==> src/rtl/mem_arbiter_if.sv <==
// Requester and memory-side signal bundle for mem_arbiter.
// slave = arbiter view; master = requesters plus memory (testbench/top-level view).
interface mem_arbiter_if #(
    parameter int NREQ = 4,
    parameter int AW   = 12,
    parameter int DW   = 32
);
    logic [NREQ-1:0]    req;
    logic [NREQ-1:0]    req_we;
    logic [NREQ*AW-1:0] req_addr;
    logic [NREQ*DW-1:0] req_wdata;
    logic [NREQ-1:0]    gnt;
    logic [NREQ-1:0]    rvalid;
    logic [NREQ*DW-1:0] rdata;
    logic [AW-1:0]      mem_addr_a;
    logic [AW-1:0]      mem_addr_b;
    logic [DW-1:0]      mem_data_a;
    logic [DW-1:0]      mem_data_b;
    logic               mem_we_a;
    logic               mem_we_b;
    logic [DW-1:0]      mem_q_a;
    logic [DW-1:0]      mem_q_b;

    modport slave (
        input  req, req_we, req_addr, req_wdata, mem_q_a, mem_q_b,
        output gnt, rvalid, rdata,
               mem_addr_a, mem_addr_b, mem_data_a, mem_data_b, mem_we_a, mem_we_b
    );

    modport master (
        output req, req_we, req_addr, req_wdata, mem_q_a, mem_q_b,
        input  gnt, rvalid, rdata,
               mem_addr_a, mem_addr_b, mem_data_a, mem_data_b, mem_we_a, mem_we_b
    );
endinterface

==> src/rtl/mem_arbiter.sv <==
// Round-robin arbiter granting up to two requesters per cycle onto a dual-port memory.
// Define MEM_ARB_FIXED_PRIO_EN for fixed priority (requester 0 highest, no pointer).
module mem_arbiter #(
    parameter int NREQ = 4,
    parameter int AW   = 12,
    parameter int DW   = 32
) (
    input  logic         clk,
    input  logic         rst_n,
    mem_arbiter_if.slave bus
);
    localparam int          PW     = $clog2(NREQ);
    localparam logic [PW:0] NREQ_W = (PW+1)'(NREQ);

    logic [PW-1:0]   w_start;
    logic [PW:0]     w_pos;
    logic [PW-1:0]   w_sel;
    logic            w_has_a;
    logic            w_has_b;
    logic [PW-1:0]   w_idx_a;
    logic [PW-1:0]   w_idx_b;
    logic            w_conflict;
    logic [NREQ-1:0] w_gnt;
    logic [NREQ-1:0] r_rvalid;
    logic [NREQ-1:0] r_rsel;

`ifdef MEM_ARB_FIXED_PRIO_EN
    assign w_start = '0;
`else
    logic [PW-1:0] r_ptr;
    logic [PW-1:0] w_last;
    logic [PW-1:0] w_ptr_nxt;

    assign w_start   = r_ptr;
    assign w_last    = w_has_b ? w_idx_b : w_idx_a;
    assign w_ptr_nxt = ({1'b0, w_last} == NREQ_W - 1'b1) ? '0 : w_last + 1'b1;

    always_ff @(posedge clk or negedge rst_n) begin
        if (!rst_n) begin
            r_ptr <= '0;
        end else if (w_has_a) begin
            r_ptr <= w_ptr_nxt;
        end
    end
`endif

    // Scan from w_start modulo NREQ; conflicting candidates for port B are skipped.
    always_comb begin
        w_has_a    = 1'b0;
        w_has_b    = 1'b0;
        w_idx_a    = '0;
        w_idx_b    = '0;
        w_pos      = '0;
        w_sel      = '0;
        w_conflict = 1'b0;
        for (int unsigned k = 0; k < NREQ; k++) begin
            w_pos = {1'b0, w_start} + (PW+1)'(k);
            if (w_pos >= NREQ_W) begin
                w_pos = w_pos - NREQ_W;
            end
            w_sel = w_pos[PW-1:0];
            w_conflict = (bus.req_addr[w_sel*AW +: AW] == bus.req_addr[w_idx_a*AW +: AW]) &&
                         (bus.req_we[w_sel] || bus.req_we[w_idx_a]);
            if (bus.req[w_sel] && rst_n) begin
                if (!w_has_a) begin
                    w_has_a = 1'b1;
                    w_idx_a = w_sel;
                end else if (!w_has_b && !w_conflict) begin
                    w_has_b = 1'b1;
                    w_idx_b = w_sel;
                end
            end
        end
    end

    always_comb begin
        w_gnt = '0;
        if (w_has_a) begin
            w_gnt[w_idx_a] = 1'b1;
        end
        if (w_has_b) begin
            w_gnt[w_idx_b] = 1'b1;
        end
    end

    assign bus.gnt        = w_gnt;
    assign bus.mem_addr_a = w_has_a ? bus.req_addr[w_idx_a*AW +: AW]  : '0;
    assign bus.mem_data_a = w_has_a ? bus.req_wdata[w_idx_a*DW +: DW] : '0;
    assign bus.mem_we_a   = w_has_a & bus.req_we[w_idx_a];
    assign bus.mem_addr_b = w_has_b ? bus.req_addr[w_idx_b*AW +: AW]  : '0;
    assign bus.mem_data_b = w_has_b ? bus.req_wdata[w_idx_b*DW +: DW] : '0;
    assign bus.mem_we_b   = w_has_b & bus.req_we[w_idx_b];

    // r_rsel[i]: 0 = read issued on port A, 1 = port B.
    always_ff @(posedge clk or negedge rst_n) begin
        if (!rst_n) begin
            r_rvalid <= '0;
            r_rsel   <= '0;
        end else begin
            for (int unsigned i = 0; i < NREQ; i++) begin
                r_rvalid[i] <= w_gnt[i] & ~bus.req_we[i];
                if (w_gnt[i]) begin
                    r_rsel[i] <= w_has_b && (w_idx_b == PW'(i));
                end
            end
        end
    end

    assign bus.rvalid = r_rvalid;

    always_comb begin
        bus.rdata = '0;
        for (int unsigned i = 0; i < NREQ; i++) begin
            if (r_rvalid[i]) begin
                bus.rdata[i*DW +: DW] = r_rsel[i] ? bus.mem_q_b : bus.mem_q_a;
            end
        end
    end
endmodule

==> src/flat_wrapper.sv <==
// flat-port wrapper written by rule: the top's interface ports become plain ports
module mem_arbiter_flat 
#(
    parameter int NREQ = 4,
    parameter int AW   = 12,
    parameter int DW   = 32
)
  (clk, rst_n, bus_req, bus_req_we, bus_req_addr, bus_req_wdata, bus_mem_q_a, bus_mem_q_b, bus_gnt, bus_rvalid, bus_rdata, bus_mem_addr_a, bus_mem_addr_b, bus_mem_data_a, bus_mem_data_b, bus_mem_we_a, bus_mem_we_b);
  mem_arbiter_if #(.NREQ(NREQ), .AW(AW), .DW(DW)) bus_i ();
  input  logic clk;
  input  logic rst_n;
  input wire logic [$bits(bus_i.req)-1:0] bus_req;
  input wire logic [$bits(bus_i.req_we)-1:0] bus_req_we;
  input wire logic [$bits(bus_i.req_addr)-1:0] bus_req_addr;
  input wire logic [$bits(bus_i.req_wdata)-1:0] bus_req_wdata;
  input wire logic [$bits(bus_i.mem_q_a)-1:0] bus_mem_q_a;
  input wire logic [$bits(bus_i.mem_q_b)-1:0] bus_mem_q_b;
  output wire logic [$bits(bus_i.gnt)-1:0] bus_gnt;
  output wire logic [$bits(bus_i.rvalid)-1:0] bus_rvalid;
  output wire logic [$bits(bus_i.rdata)-1:0] bus_rdata;
  output wire logic [$bits(bus_i.mem_addr_a)-1:0] bus_mem_addr_a;
  output wire logic [$bits(bus_i.mem_addr_b)-1:0] bus_mem_addr_b;
  output wire logic [$bits(bus_i.mem_data_a)-1:0] bus_mem_data_a;
  output wire logic [$bits(bus_i.mem_data_b)-1:0] bus_mem_data_b;
  output wire logic [$bits(bus_i.mem_we_a)-1:0] bus_mem_we_a;
  output wire logic [$bits(bus_i.mem_we_b)-1:0] bus_mem_we_b;
  assign bus_i.req = bus_req;
  assign bus_i.req_we = bus_req_we;
  assign bus_i.req_addr = bus_req_addr;
  assign bus_i.req_wdata = bus_req_wdata;
  assign bus_i.mem_q_a = bus_mem_q_a;
  assign bus_i.mem_q_b = bus_mem_q_b;
  assign bus_gnt = bus_i.gnt;
  assign bus_rvalid = bus_i.rvalid;
  assign bus_rdata = bus_i.rdata;
  assign bus_mem_addr_a = bus_i.mem_addr_a;
  assign bus_mem_addr_b = bus_i.mem_addr_b;
  assign bus_mem_data_a = bus_i.mem_data_a;
  assign bus_mem_data_b = bus_i.mem_data_b;
  assign bus_mem_we_a = bus_i.mem_we_a;
  assign bus_mem_we_b = bus_i.mem_we_b;
  mem_arbiter #(.NREQ(NREQ), .AW(AW), .DW(DW)) u_core (.clk(clk), .rst_n(rst_n), .bus(bus_i));
endmodule
==> config.mk <==
export PLATFORM = sky130hd
export DESIGN_NAME = mem_arbiter_flat
export DESIGN_NICKNAME = d
export VERILOG_FILES = /design/src/rtl/mem_arbiter_if.sv /design/src/rtl/mem_arbiter.sv /design/src/flat_wrapper.sv
export SDC_FILE = /design/constraint.sdc
export NUM_CORES = 1
export LEC_CHECK = 0
export BUFFER_PORTS_ARGS = -buffer_cell sky130_fd_sc_hd__buf_4
export CAP_MARGIN = 20
export CORE_AREA = 2 2 185 187
export CTS_CLUSTER_DIAMETER = 60
export DETAILED_ROUTE_END_ITERATION = 10
export DIE_AREA = 0 0 187 189
export PLACE_DENSITY = 0.57
export REMOVE_ABC_BUFFERS = 1
export SYNTH_ARGS = -nofsm -noshare
export SYNTH_HDL_FRONTEND = slang
export SYNTH_SLANG_ARGS = --single-unit
==> constraint.sdc <==
create_clock -name clk -period 14.25 [get_ports clk]
set_input_delay 0.7125 -clock clk [delete_from_list [all_inputs] [get_ports clk]]
set_output_delay 0.7125 -clock clk [all_outputs]
set_load 0.05 [all_outputs]
Yosys cells after proc, flatten, opt, wreduce, memory -nomap -nowiden --
Index checks and enable logic that the tools add are counted.
Word-level totals: flip-flop bits (word level) 10, bits in latches 0, memory bits (writable) 0, ROM bits 0, output and inout port bits 226, logic and storage cells 165, memories kept 0
Cells by class: add/subtract/negate cells 8, multipliers 8, div/mod/pow operators 0, magnitude comparators 15, equality and inequality tests 7, shift-type cells 10, multiplexer cells 77, bitwise operators 11, reduce and logical (&&, ||, !) cells 23
Operators with widths (count):
- variable part select 48 x 7 -> 12 bit | 8
- two-way mux 32 bit | 10
- variable part select 128 x 8 -> 32 bit | 2
- two-way mux 2 bit | 22
- equality test 12 bit | 3
- multiplier 2 x 2 -> 4 bit (second input constant) | 8
- less-than comparator 2 x 3 -> 1 bit (second input constant) | 9
- two-way mux 1 bit | 27
- binary-select mux 1 bit (select 2 bit) | 12
- two-way mux 12 bit | 2
- logical AND 1 bit | 15
- >= comparator 3 bit (second input constant) | 3
- two-way mux 4 bit | 2
- subtractor 2 x 1 -> 2 bit (second input constant) | 4
- adder 2 x 2 -> 3 bit (second input constant) | 2
- AND 1 bit | 6
- equality test 2 bit (second input constant) | 3
- demux 1 bit (select 2 bit) | 2
- >= comparator 2 x 1 -> 1 bit (second input constant) | 2
- logical NOT 1 bit | 4
- inverter 1 bit | 4
- bitwise OR 4 bit | 1
- adder 2 x 1 -> 3 bit (second input constant) | 1
- >= comparator 2 x 3 -> 1 bit (second input constant) | 1
- 4 further kinds | 6

Depth between registers and ports, before layout --
Gate-level depths: netlist of run 1.
depth after elaboration 30, gate-level depth with buffers 27, gate-level depth less buffers 17

Least setup slack after synthesis of run 1 --
OpenSTA, ideal clock, no wires.
kind register to output, start register u_core.r_ptr[0], end output bus_mem_addr_b[0], arrival time 5983 ps, slack 7554 ps, cell stages (with the launch flop) 25, path buffers 8, cells stage by stage dfrtp_1 -> buf_2 -> buf_6 -> clkbuf_1 -> buf_2 -> mux2i_1 -> nand2_1 -> o211ai_1 -> inv_1 -> ha_1 -> buf_2 -> a22oi_1 -> a31oi_1 -> o31ai_2 -> mux4_2 -> xnor2_1 -> nand4_1 -> or4_1 -> nor4b_2 -> and3b_1 -> buf_6 -> buf_8 -> buf_12 -> mux2i_1 -> o22ai_1
Between the ends: longest elaborated chain between the ends 26
RTL lines:
- start: declaration | line mem_arbiter.sv:30 | logic [PW-1:0] r_ptr;
- start signal: assignment | line mem_arbiter.sv:42 | r_ptr <= w_ptr_nxt;
- >= comparator 2 x 3 -> 1 bit / subtractor 2 x 1 -> 2 bit (equally long branches) | line mem_arbiter.sv:58, mem_arbiter.sv:59
- two-way mux 2 bit | line mem_arbiter.sv:58 | if (w_pos >= NREQ_W) begin
- binary-select mux 1 bit (select 2 bit) | line mem_arbiter.sv:64 | if (bus.req[w_sel] && rst_n) begin
- two-way mux 1 bit (not written as such) | line mem_arbiter.sv:64
- logical AND 1 bit | line mem_arbiter.sv:64
- two-way mux 2 bit | line mem_arbiter.sv:64
- multiplier 2 x 2 -> 4 bit / binary-select mux 1 bit (select 2 bit) (equally long branches) | line mem_arbiter.sv:62, mem_arbiter.sv:63
- variable part select 48 x 7 -> 12 bit / two-way mux 1 bit (equally long branches) | line mem_arbiter.sv:62, mem_arbiter.sv:63
- [... 10 more ...]
- logical NOT 1 bit | line mem_arbiter.sv:68 | end else if (!w_has_b && !w_conflict) begin
- logical AND 1 bit | line mem_arbiter.sv:68
- two-way mux 2 bit | line mem_arbiter.sv:68
- two-way mux 2 bit | line mem_arbiter.sv:65 | if (!w_has_a) begin
- two-way mux 2 bit | line mem_arbiter.sv:64
- multiplier 2 x 2 -> 4 bit | line mem_arbiter.sv:90 | assign bus.mem_addr_b = w_has_b ? bus.req_addr[w_idx_b*AW +: AW] : '0;
- variable part select 48 x 7 -> 12 bit | line mem_arbiter.sv:90
- two-way mux 12 bit (*) | line mem_arbiter.sv:90
- end: declaration | line flat_wrapper.sv:22 | output wire logic [$bits(bus_i.mem_addr_b)-1:0] bus_mem_addr_b;
Every way passes the cells marked *; elsewhere a longest branch is shown, timed or not. The select of a mux whose other input is x is not followed.

Final worst setup path of run 1 --
start register u_core.r_ptr[0], end output bus_mem_data_b[0]
Between the ends: longest elaborated chain between the ends 25
RTL lines:
- >= comparator 2 x 3 -> 1 bit / subtractor 2 x 1 -> 2 bit (equally long branches) | line mem_arbiter.sv:58, mem_arbiter.sv:59
- two-way mux 2 bit | line mem_arbiter.sv:58
- binary-select mux 1 bit (select 2 bit) | line mem_arbiter.sv:64
- two-way mux 1 bit (not written as such) | line mem_arbiter.sv:64
- logical AND 1 bit | line mem_arbiter.sv:64
- two-way mux 2 bit | line mem_arbiter.sv:64
- multiplier 2 x 2 -> 4 bit / binary-select mux 1 bit (select 2 bit) (equally long branches) | line mem_arbiter.sv:62, mem_arbiter.sv:63
- variable part select 48 x 7 -> 12 bit / two-way mux 1 bit (equally long branches) | line mem_arbiter.sv:62, mem_arbiter.sv:63
- [... 9 more ...]
- two-way mux 1 bit | line mem_arbiter.sv:64
- logical NOT 1 bit | line mem_arbiter.sv:68
- logical AND 1 bit | line mem_arbiter.sv:68
- two-way mux 2 bit | line mem_arbiter.sv:68
- two-way mux 2 bit | line mem_arbiter.sv:65
- two-way mux 2 bit | line mem_arbiter.sv:64
- variable part select 128 x 8 -> 32 bit | line mem_arbiter.sv:91 | assign bus.mem_data_b = w_has_b ? bus.req_wdata[w_idx_b*DW +: DW] : '0;
- two-way mux 32 bit (*) | line mem_arbiter.sv:91
- end: declaration | line flat_wrapper.sv:24 | output wire logic [$bits(bus_i.mem_data_b)-1:0] bus_mem_data_b;
Marks and branches as above.

==> reports/metrics.yaml, run 1 <==
yosys:
  synth-compound-area-share_pct: 13.7
  yosys_warnings: 0
  synth_top_family_by_area: "multiplexers"
  yosysMostFrequentCell: "mux2i_1"
  synthAdderAreaFrac_pct: 0.418
  ys_seq_area_share_pct: 2.79
  synth_mux_area_share_pct: 53.7
  synthFlopType: "dfrtp_1"
  async_flop_share_pct: 100
  synth.top_cells.by_area: "mux2i_1, mux4_2, nor2b_1"
  yosysUniqueCellTypes: 80
  synth_top_area_share_pct: 33.4
  synth-xor-area-share_pct: 2.83
  post_synth.cell_area_avg_um2: 8.87
  synth_edf_count: 0
  synth.top_cells.by_count: "mux2i_1, nor2b_1, mux4_2"
  netlist_area_um2: 8970
  synth-seq-cells: 10
  yosys.area.top_type: "mux2i_1"
  yosys.area_share.simple_pct: 19.0
  syn_inst: 1011
setup_path:
  crit_fanout: 82
  worstPathRequired_ps: 13540
  crit_arrival_ps: 7610
  worstSetupEndpointType: "output pin"
  r2r_cells: 17
  r2r_slack_ps: 8080
  rr_endpoint: "u_core.r_ptr[1]$_DFFE_PN0P_"
  worstSetupPathType: "reg2out"
  cp-start-kind: "register"
  reg2reg_from: "u_core.r_ptr[0]$_DFFE_PN0P_"
power_and_ir_drop:
  p_per_area_nw_per_um2: 266
  leakagePower_uw: 0.00607
  seqPwrFrac_pct: 4.9
  pwr-share-clk_pct: 1.5
  p_int_uw: 1260
  vdd_ir_drop_max_uv: 129
  p_sw_share_pct: 62.8
  pwr-share-comb_pct: 93.6
  p_switching_uw: 2120
sta:
  finalCritPeriodShare_pct: 58.4
  fmax_mhz: 120
  fin_setup_tns_ps: 0
  rsz0062_at_grt: "no"
  min_period_ps: 8320
  clock_skew_ps: 3.78
  setup_violations: 0
  holdWs_ps: 377
  max-slew-margin-rel_pct: 25.8
  hold_violations: 0
  worst_pin_slew_ps: 1110
  finalMaxSlewViolations: 0
floorplan:
  initial_core_util_pct: 27.0
  die-area_um2: 35300
  rows: 67
  die_h_um: 189
  io_pins: 476
  core_region_area_um2: 33300
  fp.dieW_um: 187
cts:
  cts-htree-levels: 1
  numCtsBuffers: 3
  ctsHoldBuffers: 0
  postCtsSetupBuffers: 0
  cts_resized: 0
  cts-root-buf: "clkbuf_16"
  insertion_delay_ps: 240
  tritoncts: "built"
  clock_sinks: 10
  path_clk_slew_ps: 40
  cts_buffer_depth: 2
outcome:
  outcome: "completed"
grt:
  antenna_found_initial: 1
  grt_pass1_vias: 10100
  grt_pass1_wl_um: 61600
  overflow: 0
  grt_max_degree: 83
  grt.total_usage_pct: 21.8
detailed_routing:
  remaining_drc_errors: 0
  wire_per_inst_um: 22.2
  via_per_inst: 5.42
  num_vias: 10000
  antenna_left: 0
  drt-pass1-iter-count: 5
  first_iter_violations: 505
  wirelength_um: 41000
hold_path:
  hp-class: "in2async"
final_layout:
  nets: 1657
  layout-drive-gt1-share_pct: 43.2
  area_growth_pct: 41.9
  num-fill-cells: 3453
placed_design:
  place_congestion: 0.899
  dp_hpwl_um: 31500
  port_buffers: 475
job:
  cap_violations: 0
## worst max-delay path, stage by stage, from the launching register on
cell,delay (ps)
dfrtp_2,330
buf_4,670
mux2_2,450
o211ai_1,220
inv_1,120
ha_1,560
a22oi_1,320
a31oi_1,130
o31ai_2,230
buf_4,320
mux4_2,360
xnor2_1,160
nand4_1,160
or4_1,630
nor4b_2,190
and3b_4,770
buf_4,930
mux2i_1,160
o22ai_1,270
buf_4,250
## cells by family after synthesis
logic type                 after synthesis
buffers and inverters                  112
and+or+nand+nor                        295
adders and majority gates                3
AOI/OAI and AO/OA                      172
xor gates and xnor gates                29
muxes                                  390
DFF                                     10
## routing by layer
layer / up-vias / global-route usage (%) / routed length (um)
li1: 4625 / - / -
met1: 4895 / 26.6 / 16600
met2: 462 / 40.1 / 20700
met3: 48 / 3.34 / 2640
met4: 0 / 5.46 / 1010
met5: - / 0 / 0
## through the flow
| stage | total power (uW) | setup WS [ps] | instance area, um^2 | utilization, % | std cells |
|---|---|---|---|---|---|
| 2_1_floorplan | 2450 | 3220 | 8350 | - | 912 |
| 3_3_place_gp | 3300 | 6360 | 12600 | 37.8 | 1844 |
| 3_5_place_dp | 3330 | 6160 | 12600 | 37.9 | 1846 |
| 4_1_cts | 3390 | 5910 | 12700 | 38.2 | 1850 |
| 5_1_grt | 3560 | 5420 | 12700 | 38.3 | 1852 |
| 6_report | 3380 | 5930 | 12700 | 38.3 | 1852 |
## state kept, by name, indices dropped and copies added, names as in the netlist
register,cells
u_core.r_rsel,4
u_core.r_ptr,2
u_core.bus.rvalid,4
## final cells by class
| cell class | count | area, um^2 | area share (%) |
|---|---|---|---|
| clock buffer | 4 | 78.8 | 0.619 |
| multi-input combinational | 889 | 8070 | 63.4 |
| timing repair buffer | 487 | 3720 | 29.2 |
| sequential | 10 | 258 | 2.02 |
| antenna | 1 | 2.50 | 0.0197 |
| tap | 448 | 561 | 4.40 |
| inverter | 13 | 48.8 | 0.383 |
## power groups by stage
stage	clock, uW	sequential [uW]	combinational, uW
floorplan	0	197	2260
global placement	0	180	3120
detailed placement	0	173	3160
CTS	51.2	173	3160
global route	53.8	172	3330
finish	50.2	165	3170
## placed cells by master (no fill, tap or decap), types with 4 or more instances in the layout
cell and instances:
a211oi_1 11, a21oi_1 36, a31oi_1 4, and2_1 47, buf_4 484, dfrtp_1 4, dfrtp_2 6, inv_1 12
mux2_2 17, mux2i_1 299, mux4_2 68, nand2_1 43, nand2b_1 6, nand3_1 8, nand4_1 6, nor2_1 20
nor2b_1 136, nor3_1 7, o211ai_1 13, o21ai_0 15, o221ai_1 4, o22ai_1 48, xnor2_1 22, xor2_1 7
## worst max-delay path by stage
stage | from | to | cells after the start
floorplan | u_core.r_ptr[1]$_DFFE_PN0P_ | bus_mem_addr_b[0] | 15
global placement | u_core.r_ptr[0]$_DFFE_PN0P_ | bus_mem_data_b[21] | 19
detailed placement | u_core.r_ptr[0]$_DFFE_PN0P_ | bus_mem_data_b[21] | 19
CTS | u_core.r_ptr[0]$_DFFE_PN0P_ | bus_mem_data_b[21] | 19
global route | u_core.r_ptr[0]$_DFFE_PN0P_ | bus_mem_data_b[21] | 20
finish | u_core.r_ptr[0]$_DFFE_PN0P_ | bus_mem_data_b[0] | 19
(Power assumes the default switching activity.)
==> run 2, diff against run 1 <==
--- a/config.mk
+++ b/config.mk
@@ -5,13 +5,14 @@
 export SDC_FILE = /design/constraint.sdc
 export NUM_CORES = 1
 export LEC_CHECK = 0
+export ABC_AREA = 1
 export BUFFER_PORTS_ARGS = -buffer_cell sky130_fd_sc_hd__buf_4
 export CAP_MARGIN = 20
 export CORE_AREA = 2 2 185 187
 export CTS_CLUSTER_DIAMETER = 60
 export DETAILED_ROUTE_END_ITERATION = 10
 export DIE_AREA = 0 0 187 189
-export PLACE_DENSITY = 0.57
+export PLACE_DENSITY = 0.55
 export REMOVE_ABC_BUFFERS = 1
 export SYNTH_ARGS = -nofsm -noshare
 export SYNTH_HDL_FRONTEND = slang
==> constraint.sdc (replaced) <==
create_clock -name clk -period 8.5 [get_ports clk]
set_input_delay 0.425 -clock clk [delete_from_list [all_inputs] [get_ports clk]]
set_output_delay 0.425 -clock clk [all_outputs]
set_load 0.05 [all_outputs]
==> run 2 against run 1 <==
Register-to-register slack worse by 6100 ps. Area after synthesis down 4.3%. Non-clock buffer count is 15 higher. Worst hold slack got worse by 310 ps. Final cell count up 43%. Clock skew down 2.4 ps. Cell area decreased by 2.0%. Synthesized cell count grew 79%. Die area did not move. Sequential share of layout area about the same. Largest cell class unchanged.
==> reports/metrics.yaml, run 2 <==
final_layout:
  regArea_um2: 250
  num-fill-cells: 3836
  layout_common_cells: "buf_4, nand2_1, nor2_1"
  area_growth_pct: 45.2
  layout-drive-gt1-share_pct: 25.0
  multi_input_area_um2: 7060
  nets: 2451
  final_common_cell: "buf_4"
detailed_routing:
  first_iter_violations: 1680
  wire_per_inst_um: 21.4
  antenna_left: 0
  drt-pass1-iter-count: 8
  via_per_inst: 5.45
  remaining_drc_errors: 0
  num_vias: 14400
  wirelength_um: 56700
placed_design:
  dp_hpwl_um: 42200
  port_buffers: 475
  place_congestion: 0.993
  dp_slack_ps: 1560
grt:
  grt_max_degree: 66
  antenna_found_initial: 5
  grt_pass1_wl_um: 82500
  grt.total_usage_pct: 29.9
  overflow: 0
  grt_pass1_vias: 13100
sta:
  max-slew-margin-rel_pct: 22.5
  setup_violations: 0
  clock_skew_ps: 1.36
  finalCritPeriodShare_pct: 86.6
  hold_violations: 0
  min_period_ps: 7360
  rsz0062_at_grt: "no"
  worst_slack_ps: 1140
  fin_setup_tns_ps: 0
  fmax_mhz: 136
  worst_pin_slew_ps: 1160
  finalMaxSlewViolations: 0
setup_path:
  r2r_slack_ps: 1970
  cpPeakStageDelay_ps: 800
  crit_path_end: "bus_mem_data_b[2]"
  slowest_stage: "nor2_4"
  r2r_cells: 24
  reg2reg_from: "u_core.r_ptr[0]$_DFFE_PN0P_"
  worstSetupEndpointType: "output pin"
  worstPathRequired_ps: 8080
  critPathMostFrequentCell: "nand2_1"
  crit_arrival_ps: 6940
  startpoint: "u_core.r_ptr[0]$_DFFE_PN0P_"
  cp.buffers_inverters: 4
  cp-start-kind: "register"
  worstSetupPathType: "reg2out"
  rr_endpoint: "u_core.bus.rvalid[2]$_DFF_PN0_"
  path_depth: 26
  crit_fanout: 65
  crit_family: "simple AND/OR/NAND/NOR gates"
floorplan:
  initial_core_util_pct: 25.8
  core_region_area_um2: 33300
  io_pins: 476
  die_h_um: 189
  rows: 67
  die-area_um2: 35300
  fp.dieW_um: 187
yosys:
  yosys_warnings: 0
  post_synth.cell_area_avg_um2: 4.74
  synth-seq-cells: 10
  ys_seq_area_share_pct: 2.91
  synth.top_cells.by_count: "nand2_1, nor2_1, o21ai_0"
  syn_inst: 1813
  yosys.area.top_type: "nand2_1"
  netlist_area_um2: 8590
  synthFlopType: "dfrtp_1"
  synth_top_area_share_pct: 21.2
  synth_edf_count: 0
  async_flop_share_pct: 100
  yosysMostFrequentCell: "nand2_1"
  synth.top_cells.by_area: "nand2_1, o21ai_0, nor2_1"
  yosysUniqueCellTypes: 40
hold_path:
  hp-class: "in2async"
cts:
  clock_sinks: 10
  tritoncts: "built"
  cts_buffer_depth: 2
  cts-htree-levels: 1
  cts-root-buf: "clkbuf_16"
  postCtsSetupBuffers: 0
  insertion_delay_ps: 240
  numCtsBuffers: 3
  path_clk_slew_ps: 40
  ctsHoldBuffers: 0
  cts_resized: 0
outcome:
  outcome: "completed"
job:
  cap_violations: 0
run 2: cell count changes after synthesis, moves of 24 or more:
cell      change
and2_1       -47
inv_1       +156
mux2i_1     -299
mux4_2       -68
nand2_1     +442
nand3_1     +142
nor2_1      +329
nor2b_1     -136
o21ai_0     +254
o21ai_1      +51
o221ai_1     +24
run 2: worst min path at each step:
stage	startpoint	to	slack, ps	cells past startpoint
2_1_floorplan	rst_n	u_core.bus.rvalid[0]$_DFF_PN0_	130	0
3_3_place_gp	rst_n	u_core.r_rsel[3]$_DFFE_PN0P_	320	1
3_5_place_dp	rst_n	u_core.r_rsel[3]$_DFFE_PN0P_	330	1
4_1_cts	rst_n	u_core.r_rsel[3]$_DFFE_PN0P_	80	1
5_1_grt	rst_n	u_core.bus.rvalid[2]$_DFF_PN0_	80	1
6_report	rst_n	u_core.r_rsel[3]$_DFFE_PN0P_	70	1
run 2: cell families (layout without fill, tap and decap cells):
family | Yosys count | after routing | share of synthesized area (%)
buffers and inverters | 298 | 681 | 14.9
flip-flops | 10 | 10 | 2.91
adder cells (fa/ha/maj) | 3 | 3 | 0.437
other | 0 | 5 | 0
XOR/XNOR | 11 | 11 | 1.12
AO/OA/AOI/OAI | 457 | 457 | 30.4
AND/OR/NAND/NOR | 1034 | 1034 | 50.2
run 2: area by class of cell:
| cell class | count | area share (%) |
|---|---|---|
| multi-input cells | 1505 | 56.6 |
| repair buffers | 502 | 30.8 |
| inverters | 176 | 5.34 |
| well taps | 448 | 4.49 |
| flip-flops and latches | 10 | 2.01 |
| clock buffers | 3 | 0.602 |
| diodes | 5 | 0.100 |
run 2: routing by layer:
metal  GRT usage, %  share of wire [%]  wire (um)  vias up
li1               -                  -          -     6762
met1           37.3                 39      22300     6592
met2           51.2                 47      26700      960
met3           4.65                9.7       5520      115
met4           12.7                3.9       2240        0
met5              0                  0          0        -
run 2: through the flow:
step | area [um^2] | hold slack [ps] | std cells | utilization (%)
finish | 12500 | 70.0 | 2649 | 37.5
global route | 12500 | 80.1 | 2649 | 37.5
CTS | 12400 | 78.1 | 2642 | 37.3
detailed placement | 12300 | 325 | 2639 | 37.1
global placement | 12300 | 318 | 2637 | 36.9
floorplan | 7970 | 129 | 1691 | -
Power of run 2 is not shown: default switching activity piles up to over one toggle a cycle in this logic, so the estimate is an artifact.
==> run 3, diff against run 2 <==
--- a/config.mk
+++ b/config.mk
@@ -5,14 +5,13 @@
 export SDC_FILE = /design/constraint.sdc
 export NUM_CORES = 1
 export LEC_CHECK = 0
-export ABC_AREA = 1
 export BUFFER_PORTS_ARGS = -buffer_cell sky130_fd_sc_hd__buf_4
 export CAP_MARGIN = 20
-export CORE_AREA = 2 2 185 187
+export CORE_AREA = 2 2 187 189
 export CTS_CLUSTER_DIAMETER = 60
 export DETAILED_ROUTE_END_ITERATION = 10
-export DIE_AREA = 0 0 187 189
-export PLACE_DENSITY = 0.55
+export DIE_AREA = 0 0 189 191
+export PLACE_DENSITY = 0.56
 export REMOVE_ABC_BUFFERS = 1
 export SYNTH_ARGS = -nofsm -noshare
 export SYNTH_HDL_FRONTEND = slang
==> run 3 against run 2 <==
Wire length fell by 27%. Die area up 2.1%. Register-to-register slack better by 440 ps.
==> reports/metrics.yaml, run 3 (same netlist as run 1, synthesis figures left out) <==
setup_path:
  crit_chain: "buf_4 > ha_1 > a22oi_1 > a31oi_1 > o31ai_2 > buf_4 > mux4_2 > xnor2_1 > nand4_1 > or4_1 > nor4b_2 > and3b_4 > buf_4 > mux2i_1 > o22ai_1 > buf_4"
  worstPathRequired_ps: 8080
  cp.buffers_inverters: 4
  crit_family: "simple AND/OR/NAND/NOR gates"
  cpPeakStageDelay_ps: 1030
  cp-start-kind: "register"
  crit_fanout: 71
  r2r_slack_ps: 2410
  r2r_cells: 14
  critPathMostFrequentCell: "buf_4"
  reg2reg_from: "u_core.r_ptr[0]$_DFFE_PN0P_"
  slowest_stage: "ha_1"
  crit_arrival_ps: 6560
  worstSetupPathType: "reg2out"
  worstSetupEndpointType: "output pin"
  rr_endpoint: "u_core.bus.rvalid[3]$_DFF_PN0_"
sta:
  rsz0062_at_grt: "no"
  clock_skew_ps: 8.10
  setup_violations: 0
  min_period_ps: 6980
  hold_violations: 0
  holdWs_ps: 61.6
  max-slew-margin-rel_pct: 26.5
  worst_pin_slew_ps: 1100
  fmax_mhz: 143
  finalMaxSlewViolations: 0
  finalCritPeriodShare_pct: 82.2
final_layout:
  final_common_cell: "buf_4"
  nets: 1663
  layout_common_cells: "buf_4, mux2i_1, nor2b_1"
  layout-drive-gt1-share_pct: 43.5
  regArea_um2: 258
  multi_input_area_um2: 8070
  num-fill-cells: 3532
  area_growth_pct: 42.7
  finalCoreUtilization_pct: 37.5
cts:
  ctsHoldBuffers: 0
  cts_buffer_depth: 2
  path_clk_slew_ps: 50
  cts_resized: 0
  cts-root-buf: "clkbuf_16"
  tritoncts: "built"
  clock_sinks: 10
  cts-htree-levels: 1
  insertion_delay_ps: 250
  postCtsSetupBuffers: 0
  numCtsBuffers: 3
detailed_routing:
  remaining_drc_errors: 0
  wirelength_um: 41300
  via_per_inst: 5.39
  antenna_left: 0
  drt-pass1-iter-count: 6
  first_iter_violations: 431
  num_vias: 10100
  wire_per_inst_um: 22.1
grt:
  grt_pass1_vias: 10000
  antenna_found_initial: 3
  overflow: 0
  grt.total_usage_pct: 21.3
  grt_max_degree: 72
  grt_pass1_wl_um: 60200
floorplan:
  core_region_area_um2: 34100
  initial_core_util_pct: 26.3
  rows: 68
  fp.dieW_um: 189
  die_h_um: 191
  die-area_um2: 36100
  io_pins: 476
power_and_ir_drop:
  pwr-share-comb_pct: 94.7
  vdd_ir_drop_max_uv: 249
  p_int_uw: 2130
  seqPwrFrac_pct: 3.6
  p_per_area_nw_per_um2: 444
  pwr-share-clk_pct: 1.7
  leakagePower_uw: 0.00610
  p_switching_uw: 3550
  p_sw_share_pct: 62.5
placed_design:
  dp_hpwl_um: 31800
  place_congestion: 0.879
  port_buffers: 475
job:
  cap_violations: 0
hold_path:
  hp-class: "in2async"
outcome:
  outcome: "completed"
## run 3: changes by cell type in the layout (fill, tap and decap cells not counted), moves of 51 or more
cell / previous run / this run
o21ai_1: 52 / 1
nand3_1: 150 / 8
nor2_1: 348 / 20
o21ai_0: 269 / 15
inv_1: 168 / 12
nand2_1: 484 / 43
nor2b_1: 0 / 136
mux4_2: 0 / 68
mux2i_1: 0 / 299
## run 3: cell type report
class,count,share of cell area [%]
antenna,3,0.0586
tap,455,4.45
timing repair buffer,493,29.4
multi-input combinational,889,63.0
inverter,13,0.381
clock buffer,4,0.694
sequential,10,2.01
## run 3: power groups by stage
stage | sequential (uW) | combinational (uW) | clock, uW
after floorplan | 330 | 3780 | 0
after global placement | 238 | 5300 | 0
after detailed placement | 220 | 5360 | 0
after CTS | 220 | 5370 | 98.1
after global routing | 214 | 5660 | 100
final | 204 | 5380 | 98.2
## run 3: worst max-delay path by stage
stage	from	endpoint	cells after the start	slack, ps
floorplan	u_core.r_ptr[1]$_DFFE_PN0P_	bus_mem_addr_b[0]	15	-2240
global placement	u_core.r_ptr[0]$_DFFE_PN0P_	bus_mem_data_b[16]	16	1880
detailed placement	u_core.r_ptr[0]$_DFFE_PN0P_	bus_mem_data_b[4]	16	1770
CTS	u_core.r_ptr[0]$_DFFE_PN0P_	bus_mem_data_b[4]	16	1510
global route	u_core.r_ptr[0]$_DFFE_PN0P_	bus_mem_data_b[25]	16	1070
finish	u_core.r_ptr[0]$_DFFE_PN0P_	bus_mem_data_b[12]	16	1520
## run 3: worst reg2reg max path, stage by stage, from the launching register on
cell and delay [ps]:
dfrtp_2 460, buf_4 670, ha_1 1050, a221oi_4 100
a21oi_4 540, mux2i_1 310, o2bb2ai_1 100, or4_4 530
a2111oi_4 420, a211o_1 200, or2_1 100, o311a_2 820
buf_4 380, o22ai_2 120, nor2b_1 170
## run 3: stage by stage
step | setup WS [ps] | instances | power (uW) | TNS (ps) | instance area (um^2)
4_1_cts | 1510 | 1863 | 5690 | 0 | 12800
2_1_floorplan | -2240 | 912 | 4110 | -119350 | 8350
5_1_grt | 1070 | 1867 | 5980 | 0 | 12800
3_5_place_dp | 1770 | 1859 | 5580 | 0 | 12700
3_3_place_gp | 1880 | 1857 | 5540 | 0 | 12600
6_report | 1520 | 1867 | 5680 | 0 | 12800
## run 3: routing by layer
layer / part of all wire (%) / global-route usage [%] / wire (um) / vias to the layer above
met5: 0 / 0 / 0 / -
li1: - / - / - / 4637
met3: 7.1 / 3.78 / 2950 / 43
met2: 51 / 38.8 / 21100 / 455
met4: 2.4 / 5.62 / 995 / 0
met1: 39 / 25.6 / 16300 / 4919
